File: config.mk
export PLATFORM = sky130hd
export DESIGN_NAME = branch_predictor_bht
export DESIGN_NICKNAME = d
export VERILOG_FILES = /design/src/rtl/branch_predictor_bht.sv
export SDC_FILE = /design/constraint.sdc
export NUM_CORES = 2
export LEC_CHECK = 0
export ABC_AREA = 0
export CAP_MARGIN = 10
export CORE_MARGIN = 2
export CORE_UTILIZATION = 60
export CTS_CLUSTER_SIZE = 20
export DETAILED_ROUTE_END_ITERATION = 16
export GPL_TIMING_DRIVEN = 0
export PLACE_DENSITY = 0.78
export SYNTH_ARGS = -nofsm -noshare
export SYNTH_HDL_FRONTEND = slang
export SYNTH_SLANG_ARGS = --single-unit
File: constraint.sdc
create_clock -name clk -period 14.65 [get_ports clk]
set_input_delay 4.395 -clock clk [delete_from_list [all_inputs] [get_ports clk]]
set_output_delay 4.395 -clock clk [all_outputs]
set_load 0.005 [all_outputs]
File: src/rtl/branch_predictor_bht.sv
// Direct-mapped branch history table + target buffer: combinational lookup, updates visible 1 cycle after the edge.
// No backpressure: one EX update is accepted on every cycle.
module branch_predictor_bht #(
   parameter int IDX_W = 4,
   parameter int PC_W  = 32
) (
   input  logic            clk,
   input  logic            rst_n,
   input  logic [PC_W-1:0] pc_fetch_bp_i,
   output logic            brn_pred_fetch_bp_o,
   output logic [PC_W-1:0] brn_target_fetch_bp_o,
   input  logic            upd_valid_ex_bp_i,
   input  logic [PC_W-1:0] upd_pc_ex_bp_i,
   input  logic            upd_taken_ex_bp_i,
   input  logic [PC_W-1:0] upd_target_ex_bp_i,
   input  logic            mispred_ex_bp_i,
   output logic [15:0]     mispred_cnt_bp_o
);

   localparam int DEPTH = 1 << IDX_W;
   localparam int TAG_W = PC_W - IDX_W - 2;

   typedef struct packed {
      logic             vld;
      logic [TAG_W-1:0] tag;
      logic [1:0]       ctr;
      logic [PC_W-1:0]  target;
   } entry_t;

   localparam entry_t RST_ENT = '{vld: 1'b0, tag: '0, ctr: 2'b01, target: '0};

   entry_t           tbl_q [DEPTH];
   entry_t           lk_ent;
   entry_t           upd_cur;
   entry_t           upd_ent_d;
   logic [IDX_W-1:0] lk_idx;
   logic [IDX_W-1:0] upd_idx;
   logic [TAG_W-1:0] upd_tag;
   logic             upd_hit;
   logic             lk_pred;
   logic [15:0]      cnt_q;
   logic [15:0]      cnt_d;

   // Word alignment means the low PC bits carry no information.
   logic unused_pc_lsb;
   assign unused_pc_lsb = ^{pc_fetch_bp_i[1:0], upd_pc_ex_bp_i[1:0]};

   always_comb begin
      lk_idx  = pc_fetch_bp_i[IDX_W+1:2];
      lk_ent  = tbl_q[lk_idx];
      lk_pred = lk_ent.vld && (lk_ent.tag == pc_fetch_bp_i[PC_W-1:IDX_W+2]) && lk_ent.ctr[1];
   end

   assign brn_pred_fetch_bp_o   = lk_pred;
   assign brn_target_fetch_bp_o = lk_pred ? lk_ent.target : '0;
   assign mispred_cnt_bp_o      = cnt_q;

   always_comb begin
      upd_idx   = upd_pc_ex_bp_i[IDX_W+1:2];
      upd_tag   = upd_pc_ex_bp_i[PC_W-1:IDX_W+2];
      upd_cur   = tbl_q[upd_idx];
      upd_hit   = upd_cur.vld && (upd_cur.tag == upd_tag);
      upd_ent_d = upd_cur;
      if (upd_hit) begin
         if (upd_taken_ex_bp_i) begin
            upd_ent_d.ctr    = (upd_cur.ctr == 2'b11) ? 2'b11 : 2'(upd_cur.ctr + 2'd1);
            upd_ent_d.target = upd_target_ex_bp_i;
         end else begin
            upd_ent_d.ctr    = (upd_cur.ctr == 2'b00) ? 2'b00 : 2'(upd_cur.ctr - 2'd1);
         end
      end else begin
         // Direct mapped: a miss always takes over the slot.
         upd_ent_d.vld    = 1'b1;
         upd_ent_d.tag    = upd_tag;
         upd_ent_d.ctr    = upd_taken_ex_bp_i ? 2'b10 : 2'b01;
         upd_ent_d.target = upd_taken_ex_bp_i ? upd_target_ex_bp_i : '0;
      end
   end

   always_comb begin
      cnt_d = cnt_q;
      if (upd_valid_ex_bp_i && mispred_ex_bp_i && (cnt_q != 16'hFFFF)) begin
         cnt_d = cnt_q + 16'd1;
      end
   end

   always_ff @(posedge clk) begin
      if (!rst_n) begin
         for (int i = 0; i < DEPTH; i++) begin
            tbl_q[i] <= RST_ENT;
         end
         cnt_q <= '0;
      end else begin
         if (upd_valid_ex_bp_i) begin
            tbl_q[upd_idx] <= upd_ent_d;
         end
         cnt_q <= cnt_d;
      end
   end

endmodule

==> results.py <==
metrics = {
    "timing": {
        "fin_crit_ns": 14.52,
        "finalCritPeriodShare_pct": 99.10,
        "whs_ns": 0.5856,
        "worstMarginPinSlew_ns": 1.429,
        "fmax_mhz": 68.88,
        "finalSetupViolCount": 0,
        "worst_slack_ns": 0.1312,
        "finalClockSkew_ns": 0.06170,
        "drv_slew": 0,
        "relSlewSlack_pct": 4.707,
        "grt_setup_unrepaired": "no",
        "hold_viol_final": 0,
    },
    "yosys": {
        "synth_seq_area_share_pct": 56.14,
        "yosysWarnings": 0,
        "ys_ff_latch": 992,
        "yosysTopAreaCell": "edfxtp_1",
        "syn-num-nets": 3522,
        "ys_types": 58,
        "synth_top_area_share_pct": 55.53,
        "syn_area_um2": 52780,
        "yosysMostFrequentCell": "edfxtp_1",
        "synth_ff_type": "edfxtp_1",
        "synth_area_per_cell_um2": 15.43,
        "synth.area.top_cells": "edfxtp_1 56%, mux4_2 23%, a21oi_1 4.9%, and3_1 2.0%, clkbuf_1 1.9%",
        "synth_async_sr_flop_share_pct": 0,
        "yosys-top-cells-count": "976 x edfxtp_1, 550 x mux4_2, 519 x a21oi_1",
        "synth_edf_count": 976,
        "syn_inst": 3420,
    },
    "clocking": {
        "cts_buffers": 105,
        "cts-root-buf": "clkbuf_16",
        "clock_latency_ns": 0.74,
        "h-tree-depth": 3,
        "clkSinkCount": 992,
        "clockBufferDepth": 3,
        "path_clk_slew_ns": 0.06,
        "ctsHoldBuffers": 0,
        "cts_tree": "yes",
    },
    "placed_design": {
        "hpwl_mm": 125.8,
        "gp_congestion": 1.006,
        "portBuffers": 128,
        "placedCellCount": 4729,
        "post-place-ws_ns": -0.8114,
    },
    "grt": {
        "antenna_found_initial": 21,
        "grt_usage_pct": 44.90,
        "grt_max_degree": 41,
        "grt_pass1_wl_mm": 279.9,
        "first_global_vias": 39080,
        "grt.overflow.total": 0,
    },
    "layout": {
        "drive_above_1_share_pct": 23.83,
        "final-seq-area_um2": 29630,
        "syn_to_final_growth_pct": 13.40,
        "fin_nets": 3797,
        "multi_input_area_um2": 21490,
        "fillers": 5731,
        "final_cells": 4956,
    },
    "route": {
        "drt_iter0_drc": 8846,
        "routed_wl_mm": 202.5,
        "wl_per_cell_um": 40.87,
        "drc": 0,
        "antenna_left": 0,
        "num_vias": 39800,
        "vias_per_cell": 8.031,
        "firstDrtPassIters": 11,
    },
    "critical_path": {
        "reg2reg_to": "tbl_q[8][0]",
        "setup.worst_path.start_class": "input port",
        "rr_startpoint": "tbl_q[11][34]",
        "r2r_slack_ns": 9.85,
        "critical_path_depth": 12,
        "endpoint_kind": "output pin",
        "crit_chain": "clkbuf_1 -> clkbuf_2 -> buf_2 -> mux4_2 -> xnor2_1 -> nand4_1 -> nor2_1 -> nand4_1 -> buf_4 -> clkbuf_1 -> nor2b_1 -> clkdlybuf4s50_1",
        "r2r_cells": 10,
        "crit_path_max_fanout": 10,
        "setup.worst_path.class": "input port to output pin",
        "max_stage_delay_ns": 0.78,
        "required_ns": 10.26,
        "crit_buf_inv": 6,
        "crit_arrival_ns": 10.12,
        "crit_family": "buffers and inverters",
        "crit_path_top_delay_cell": "xnor2_1",
    },
    "power_and_ir_drop": {
        "power_density_nw_per_um2": 117.2,
        "power_leakage_nw": 20.10,
        "ir_drop_v": 0.0001073,
    },
    "floorplan": {
        "core_area_um2": 87020,
        "die_y_um": 300.6,
        "rows": 108,
        "ios": 150,
        "start_util_pct": 60.65,
        "die-area_um2": 90350,
        "dieWidth_um": 300.6,
    },
    "min_path": {
        "worstHoldPathCells": 2,
        "hold_end": "mispred_cnt_bp_o[1]",
        "min_path_type": "register to register",
        "hp-start": "mispred_cnt_bp_o[1]",
    },
    "job": {
        "cap_violations": 0,
    },
    "outcome": {
        "status": "finished clean",
    },
}
## metal layers
layer | wire [um] | vias to the layer above | GRT usage (%)
met5 | 206 | - | 0
met4 | 16900 | 19 | 28.88
met3 | 41100 | 1278 | 22.98
met2 | 83590 | 4998 | 61.99
met1 | 60750 | 19110 | 55.97
li1 | - | 14390 | -
## what timing repair did
action                                  4_1_cts  5_1_grt
buffers inserted                              2        0
resized for setup                             2        7
endpoints found under the setup margin       30       26
## where the power goes
| group | leakage [nW] | switching, mW | internal, mW |
|---|---|---|---|
| Clock | 1.64 | 1.18 | 1.52 |
| Sequential | 9.46 | 0.0906 | 3.28 |
| Combinational | 9.00 | 0.556 | 0.389 |
| Total | 20.1 | 1.83 | 5.18 |
## placed cells by master (no fill, tap or decap), drive strengths merged, types with 26 or more instances in the layout
cell	Yosys	layout
a21oi	519	519
clkbuf	268	409
and2	144	144
o21ai	31	31
nand4	44	44
mux4	550	550
nand2	81	81
xnor2	45	45
nand3	26	26
edfxtp	976	976
inv	26	32
nor2b	40	40
clkinv	3	41
clkdlybuf4s50	0	128
buf	123	160
and3	168	168
nor2	135	135
mux2i	73	73
## through the flow
| step | instance area [um^2] | power, mW | util [%] | setup TNS, ns |
|---|---|---|---|---|
| CTS | 59590 | 6.891 | 68.48 | 0 |
| global placement | 55500 | 4.269 | 63.78 | -20.36 |
| finish | 59850 | 7.012 | 68.77 | 0 |
| global route | 59810 | 7.070 | 68.73 | 0 |
| floorplan | 52780 | 3.933 | - | 0 |
| detailed placement | 56210 | 4.297 | 64.60 | -11.86 |
## registers in the layout, summed over array words and instances (netlist names)
register	cells
mispred_cnt_bp_o	16
tbl_q	976
## cell type report
| class | count | area share (%) |
|---|---|---|
| Sequential cell | 992 | 49.51 |
| Multi-Input combinational cell | 2008 | 35.91 |
| Clock buffer | 139 | 4.742 |
| Timing Repair Buffer | 168 | 3.450 |
| Buffer | 391 | 2.843 |
| Tap cell | 1155 | 2.415 |
| Clock inverter | 54 | 0.8655 |
| Inverter | 29 | 0.1819 |
| Antenna cell | 20 | 0.08363 |
## worst max path at each step
stage / start / to / slack, ns
floorplan: pc_fetch_bp_i[2] / brn_target_fetch_bp_o[11] / 2.74
global placement: pc_fetch_bp_i[2] / brn_target_fetch_bp_o[19] / -1.10
detailed placement: pc_fetch_bp_i[2] / brn_target_fetch_bp_o[19] / -0.81
CTS: pc_fetch_bp_i[2] / brn_target_fetch_bp_o[19] / 0.10
global route: pc_fetch_bp_i[2] / brn_target_fetch_bp_o[19] / 0.13
finish: pc_fetch_bp_i[4] / brn_target_fetch_bp_o[19] / 0.13
## cell families after synthesis
family,Yosys count,synth area share (%)
XOR/XNOR,68,1.128
AND/OR/NAND/NOR,671,7.738
AO/OA/AOI/OAI,628,6.356
flip-flops,992,56.14
buffers and inverters,420,3.395
adder cells (fa/ha/maj),1,0.02370
multiplexers,640,25.22
## worst min-delay path: stages (launching register included)
cell	delay, ns
dfxtp_1	0.34
mux2i_1	0.14
nor2b_1	0.06
No activity file was read; power rests on OpenSTA's default activity.
